==> src/rtl/mux_arb_pkg.sv <==
// Shared types and constants for the round-robin mux-select arbiter.
`timescale 1ns/1ps

package mux_arb_pkg;

    // Arbiter state; encoding is fixed so the grant bits read directly off the state.
    typedef enum logic [1:0] {
        IDLE  = 2'b00,
        GNT_A = 2'b01,
        GNT_B = 2'b10
    } arb_state_t;

    // Which requester owned the mux most recently; the other one wins a tie.
    typedef enum logic {
        SIDE_B = 1'b0,
        SIDE_A = 1'b1
    } side_t;

    // Mux select encoding: 1 passes input a, 0 passes input b.
    localparam logic SEL_A = 1'b1;
    localparam logic SEL_B = 1'b0;

endpackage : mux_arb_pkg

==> src/rtl/mux_sel_arbiter_if.sv <==
// Request/grant bundle between the two mux requesters and the arbiter.
// master = requester side (drives requests), slave = arbiter side (drives grants and sel).
`timescale 1ns/1ps

interface mux_sel_arbiter_if;

    logic req_a;   // requester A wants the mux, held for the whole transfer
    logic req_b;   // requester B wants the mux, held for the whole transfer
    logic gnt_a;   // A owns the mux
    logic gnt_b;   // B owns the mux
    logic sel;     // mux select: 1 = a, 0 = b
    logic busy;    // gnt_a | gnt_b

    modport master (
        output req_a,
        output req_b,
        input  gnt_a,
        input  gnt_b,
        input  sel,
        input  busy
    );

    modport slave (
        input  req_a,
        input  req_b,
        output gnt_a,
        output gnt_b,
        output sel,
        output busy
    );

endinterface : mux_sel_arbiter_if

==> src/rtl/arb_hold_counter.sv <==
// Saturating hold counter for the arbiter timeout. Clear has priority over enable;
// the count stops at MAX-1 and o_tc is high while it sits there.
`timescale 1ns/1ps

module arb_hold_counter #(
    parameter int MAX = 8,
    parameter int W   = $clog2(MAX + 1)
) (
    input  logic clk,
    input  logic reset,
    input  logic i_clear,
    input  logic i_en,
    output logic o_tc
);

    localparam logic [W-1:0] TC_VAL = W'(MAX - 1);

    logic [W-1:0] r_cnt;

    // Count grant cycles, restarting on every new grant and saturating at terminal count.
    always_ff @(posedge clk or posedge reset) begin
        // NOTE: state registers use non-blocking assignments so every flop samples pre-edge values.
        if (reset) begin
            r_cnt <= '0;
        end else if (i_clear) begin
            r_cnt <= '0;
        end else if (i_en && !o_tc) begin
            r_cnt <= r_cnt + W'(1);
        end
    end

    assign o_tc = (r_cnt == TC_VAL);

endmodule : arb_hold_counter

==> src/rtl/mux_sel_arbiter.sv <==
// Two-requester round-robin arbiter driving the select of a 2:1 datapath mux.
// Grants, sel and busy are registered and change together on one edge.
// Optional feature: define ARB_TIMEOUT_EN to force rotation after HOLD_MAX grant
// cycles when the other side is waiting.
// Reset is asynchronous assert; release is expected to be synchronised upstream.
`timescale 1ns/1ps

module mux_sel_arbiter
    import mux_arb_pkg::*;
#(
    parameter int HOLD_MAX = 8,
    parameter int CNT_W    = $clog2(HOLD_MAX + 1)
) (
    input  logic               clk,
    input  logic               reset,
    mux_sel_arbiter_if.slave   arb
);

    // Reject illegal configurations at elaboration time.
    if (HOLD_MAX < 1 || CNT_W != $clog2(HOLD_MAX + 1)) begin : g_param_err
        $error("mux_sel_arbiter: HOLD_MAX must be >= 1 and CNT_W must not be overridden");
    end

    arb_state_t r_state;
    arb_state_t w_state_nxt;
    side_t      r_last_served;
    side_t      w_last_nxt;
    logic       r_gnt_a;
    logic       r_gnt_b;
    logic       r_sel;
    logic       r_busy;
    logic       w_hold_tc;

`ifdef ARB_TIMEOUT_EN
    logic w_hold_clear;
    logic w_hold_en;

    // Restart the count on every state change, count while a grant is held.
    assign w_hold_clear = (w_state_nxt != r_state);
    assign w_hold_en    = (r_state != IDLE);

    arb_hold_counter #(
        .MAX (HOLD_MAX),
        .W   (CNT_W)
    ) u_hold_counter (
        .clk     (clk),
        .reset   (reset),
        .i_clear (w_hold_clear),
        .i_en    (w_hold_en),
        .o_tc    (w_hold_tc)
    );
`else
    // Without the timeout a grant is kept for as long as its request stays high.
    assign w_hold_tc = 1'b0;
`endif

    // Next-state and round-robin bookkeeping; a release re-arbitrates in the same cycle.
    always_comb begin
        // NOTE: every combinational output gets a default first so no path can infer a latch.
        w_state_nxt = r_state;
        w_last_nxt  = r_last_served;
        unique case (r_state)
            IDLE: begin
                if (arb.req_a && arb.req_b) begin
                    w_state_nxt = (r_last_served == SIDE_A) ? GNT_B : GNT_A;
                end else if (arb.req_a) begin
                    w_state_nxt = GNT_A;
                end else if (arb.req_b) begin
                    w_state_nxt = GNT_B;
                end
            end
            GNT_A: begin
                if (!arb.req_a || (w_hold_tc && arb.req_b)) begin
                    w_last_nxt  = SIDE_A;
                    w_state_nxt = arb.req_b ? GNT_B : IDLE;
                end
            end
            GNT_B: begin
                if (!arb.req_b || (w_hold_tc && arb.req_a)) begin
                    w_last_nxt  = SIDE_B;
                    w_state_nxt = arb.req_a ? GNT_A : IDLE;
                end
            end
            default: begin
                w_state_nxt = IDLE;
            end
        endcase
    end

    // State, grant, select and busy registers all load from the next state on the same edge.
    always_ff @(posedge clk or posedge reset) begin
        if (reset) begin
            r_state       <= IDLE;
            r_last_served <= SIDE_B;
            r_gnt_a       <= 1'b0;
            r_gnt_b       <= 1'b0;
            r_sel         <= SEL_B;
            r_busy        <= 1'b0;
        end else begin
            r_state       <= w_state_nxt;
            r_last_served <= w_last_nxt;
            r_gnt_a       <= (w_state_nxt == GNT_A);
            r_gnt_b       <= (w_state_nxt == GNT_B);
            r_busy        <= (w_state_nxt != IDLE);
            // In IDLE sel keeps its last value so the mux output does not glitch.
            if (w_state_nxt == GNT_A) begin
                r_sel <= SEL_A;
            end else if (w_state_nxt == GNT_B) begin
                r_sel <= SEL_B;
            end
        end
    end

    assign arb.gnt_a = r_gnt_a;
    assign arb.gnt_b = r_gnt_b;
    assign arb.sel   = r_sel;
    assign arb.busy  = r_busy;

    // The two grants are one-hot-or-zero at all times.
    a_gnt_onehot : assert property (@(posedge clk) disable iff (reset) !(r_gnt_a && r_gnt_b));

endmodule : mux_sel_arbiter
==> src/flat_wrapper.sv <==
// flat-port wrapper written by rule: the top's interface ports become plain ports
module mux_sel_arbiter_flat import mux_arb_pkg::*;
#(
    parameter int HOLD_MAX = 8,
    parameter int CNT_W    = $clog2(HOLD_MAX + 1)
)
  (clk, reset, arb_req_a, arb_req_b, arb_gnt_a, arb_gnt_b, arb_sel, arb_busy);
  mux_sel_arbiter_if arb_i ();
  input  logic clk;
  input  logic reset;
  input wire logic [$bits(arb_i.req_a)-1:0] arb_req_a;
  input wire logic [$bits(arb_i.req_b)-1:0] arb_req_b;
  output wire logic [$bits(arb_i.gnt_a)-1:0] arb_gnt_a;
  output wire logic [$bits(arb_i.gnt_b)-1:0] arb_gnt_b;
  output wire logic [$bits(arb_i.sel)-1:0] arb_sel;
  output wire logic [$bits(arb_i.busy)-1:0] arb_busy;
  assign arb_i.req_a = arb_req_a;
  assign arb_i.req_b = arb_req_b;
  assign arb_gnt_a = arb_i.gnt_a;
  assign arb_gnt_b = arb_i.gnt_b;
  assign arb_sel = arb_i.sel;
  assign arb_busy = arb_i.busy;
  mux_sel_arbiter #(.HOLD_MAX(HOLD_MAX), .CNT_W(CNT_W)) u_core (.clk(clk), .reset(reset), .arb(arb_i));
endmodule
==> config.mk <==
export PLATFORM = sky130hd
export DESIGN_NAME = mux_sel_arbiter_flat
export DESIGN_NICKNAME = d
export VERILOG_FILES = /design/src/rtl/mux_arb_pkg.sv /design/src/rtl/mux_sel_arbiter_if.sv /design/src/rtl/arb_hold_counter.sv /design/src/rtl/mux_sel_arbiter.sv /design/src/flat_wrapper.sv
export SDC_FILE = /design/constraint.sdc
export NUM_CORES = 1
export LEC_CHECK = 0
export ABC_AREA = 1
export CAP_MARGIN = 20
export CORE_AREA = 3 3 40 42
export CTS_BUF_LIST = sky130_fd_sc_hd__clkbuf_2 sky130_fd_sc_hd__clkbuf_4 sky130_fd_sc_hd__clkbuf_8
export CTS_CLUSTER_DIAMETER = 50
export DETAILED_ROUTE_END_ITERATION = 10
export DIE_AREA = 0 0 43 45
export PLACE_DENSITY = 0.46
export SLEW_MARGIN = 0
export SYNTH_ARGS = -nofsm -noshare
export SYNTH_HDL_FRONTEND = slang
export SYNTH_HIERARCHICAL = 1
export SYNTH_SLANG_ARGS = --single-unit
==> constraint.sdc <==
create_clock -name clk -period 1.4 [get_ports clk]
set_input_delay 0.28 -clock clk [delete_from_list [all_inputs] [get_ports clk]]
set_output_delay 0.28 -clock clk [all_outputs]
set_load 0.01 [all_outputs]
==> impl_metrics.ini <==
[run_status]
outcome = finished clean

[finish]
stdcell_count = 74
area_growth_pct = 54.5
nNetsFinal = 67
final_util = 0.414
drive_gt1_frac = 0.305
diodes = 0
final_area_sq_um = 532

[power_and_ir_drop]
power.total_uw = 988
ir_worst_vdd_v = 0.000894
power.density_mw_per_mm2 = 1860
power_leakage_nw = 0.318

[yosys]
synth_top_flop_cell = dfrtp_1
avgSynthCellArea_sq_um = 8.19
synth.most_common_cell = nand2_1
async_reset_ff_frac = 1.00
synth-seq-cells = 7
yosysSeqAreaShare = 0.509
synth_top_family_by_area = simple AND/OR/NAND/NOR gates
synth_area_leaders = dfrtp_1 51%, ha_1 11%, nand2_1 11%
netlist_instances = 42
synth_top_cell_by_area = dfrtp_1
synth_compound_area_frac = 0.0436
ys_warn_count = 6
synth_top_area_share = 0.509
synthSimpleGateAreaFrac = 0.251
syn-cell-area_sq_um = 344
synth_adder_area_share = 0.109
yosys.area_share.xor_xnor = 0
synth.distinct_cells = 10
synth-edff-count = 0
synth_common_cells = 10 x nand2_1, 7 x dfrtp_1, 7 x inv_1, 6 x nor2_1, 4 x nand3_1
synth.area.mux_share = 0
synth_nets = 49

[timing]
worst_pin_slew_ns = 0.252
hold_violations = 0
clock_skew_ns = 0.000361
final.setup.tns_ns = 0
period_share = 0.950
rsz0062_at_grt = yes
setup_viol = 0
drv_slew = 0
relSlewSlack = 0.832
period_needed_ns = 1.33
fmax_ghz = 0.752

[detailed_routing]
viasPerCell = 4.35
num_vias = 322
wire_per_inst_um = 8.91
drc_errors = 0
wirelength_um = 659
ant_nets = 0
first_pass_iters = 2
first_iter_violations = 3

[floorplan]
io-pin-count = 8
initial_utilization = 0.268
die_h_um = 45
num_rows = 13
dieArea_sq_mm = 0.00194
die_w_um = 43
core_sq_mm = 0.00128

[place]
placed_area_sq_um = 478
gp_congestion = 0.770
port_buffers = 7
dp_hpwl_um = 498
post-place-cells = 70

[setup_path]
cp.arrival_ns = 1.46
r2r_cells = 8
crit_path_cell_trace = inv_2 -> nor2_2 -> nand2_1 -> nand2_1 -> nor2_2 -> ha_1 -> nand2_1 -> o21ai_1
slowest_delay_ns = 0.41
critPathBufInv = 1
r2r_start = u_core/r_state[0]$_DFF_PP0_
ff2ff_setup_slack_ns = 0.07
timing.rr.end = u_core/arb.sel$_DFFE_PP0P_
critPathMostFrequentCell = nand2_1
worst_path_dominant_cell_family = flip-flops
cp.required_ns = 1.53
setup.worst_path.class = flop to flop
cp_slowest_cell = dfrtp_1
setup.worst_path.start_class = flop
end_kind = flop
crit_fanout = 4

[cts]
clk_latency_ns = 0.24
cts_max_path_buffers = 2
clkTransAtPathRegs_ns = 0.05
htreeDepth = 1
cts_tree = built
cts_root_buf = clkbuf_4
cts_sinks = 7
cts_hold_buf = 0
cts-buffers-inserted = 3

[global_route]
grt_max_degree = 8
grt_pass1_vias = 275
grt_use_total = 0.0798
grt_overflow = 0
antenna_found_initial = 0
grt_pass1_wl_um = 1080

[job]
max-cap-violations = 0

[min_path]
hold_class = input port to async pin
layer usage:
layer | track usage | wire, um | vias to the layer above
met5 | 0 | 0 | -
met4 | 0.0181 | 0 | 0
met3 | 0.0717 | 43 | 0
met2 | 0.117 | 336 | 5
met1 | 0.0864 | 280 | 155
li1 | - | - | 162
final cells by class:
| type | count | area [sq um] |
|---|---|---|
| Multi-Input combinational cell | 27 | 158 |
| Sequential cell | 7 | 176 |
| Tap cell | 15 | 18.8 |
| Timing Repair Buffer | 13 | 119 |
| Clock buffer | 4 | 30.0 |
| Inverter | 8 | 30.0 |
| Fill cell | 134 | 753 |
worst reg2reg max path: stages (launching register included):
cell and delay, ns:
dfrtp_1 0.41, inv_2 0.08, nor2_2 0.14, nand2_1 0.08, nand2_1 0.07, nor2_2 0.04, ha_1 0.28, nand2_1 0.06
o21ai_1 0.05
worst max path at each step:
stage	from	endpoint	slack (ns)	cells after the start
2_1_floorplan	u_core/r_state[0]$_DFF_PP0_	u_core/arb.sel$_DFFE_PP0P_	0.14	7
3_3_place_gp	arb_req_a	u_core/arb.sel$_DFFE_PP0P_	-0.31	9
3_5_place_dp	arb_req_b	u_core/arb.sel$_DFFE_PP0P_	-0.29	7
4_1_cts	u_core/arb.busy$_DFF_PP0_	arb_busy	0.02	1
5_1_grt	u_core/r_state[0]$_DFF_PP0_	u_core/arb.sel$_DFFE_PP0P_	-0.01	8
6_report	u_core/r_state[0]$_DFF_PP0_	u_core/arb.sel$_DFFE_PP0P_	0.07	8
metrics by stage:
step	setup WS [ns]	hold WS (ns)
after global placement	-0.311	0.488
after floorplan	0.145	0.0834
after detailed placement	-0.293	0.503
final	0.0701	0.255
after global routing	-0.0138	0.291
after CTS	0.0189	0.259
cell usage in the layout, fill, tap and decap left out, drive strengths merged:
cell | netlist | routed
ha | 3 | 3
dlygate4sd2 | 0 | 3
nor2 | 7 | 7
nand2 | 10 | 10
buf | 0 | 6
dlymetal6s2s | 0 | 3
nand3 | 4 | 4
o21ai | 2 | 2
a21oi | 1 | 1
dfrtp | 7 | 7
inv | 8 | 8
clkdlybuf4s50 | 0 | 1
clkbuf | 0 | 4
cell families (layout without fill, tap and decap cells):
family                     after synthesis  after routing
buffers and inverters                    8             25
AOI/OAI and AO/OA                        3              3
DFF                                      7              7
adders and majority gates                3              3
and+or+nand+nor                         21             21
where the power goes:
| group | total [mW] | leakage (nW) | switching, mW | internal (mW) |
|---|---|---|---|---|
| Sequential | 0.350 | 0.0864 | 0.0584 | 0.292 |
| Clock | 0.194 | 0.0184 | 0.0662 | 0.128 |
| Combinational | 0.444 | 0.213 | 0.220 | 0.224 |
| Total | 0.988 | 0.318 | 0.345 | 0.643 |
flip-flops by register name, summed over array words and instances, names as in the netlist:
| register | count |
|---|---|
| u_core/arb.sel | 1 |
| u_core/arb.busy | 1 |
| u_core/r_last_served | 1 |
| u_core/arb.gnt_a | 1 |
| u_core/arb.gnt_b | 1 |
| u_core/r_state | 2 |
timing repair:
action	in CTS	in global routing
pin swaps	0	6
gates resized for setup	4	10
buffers inserted	0	0
endpoints found under the setup margin	2	4
No activity file was read; power rests on OpenSTA's default activity.
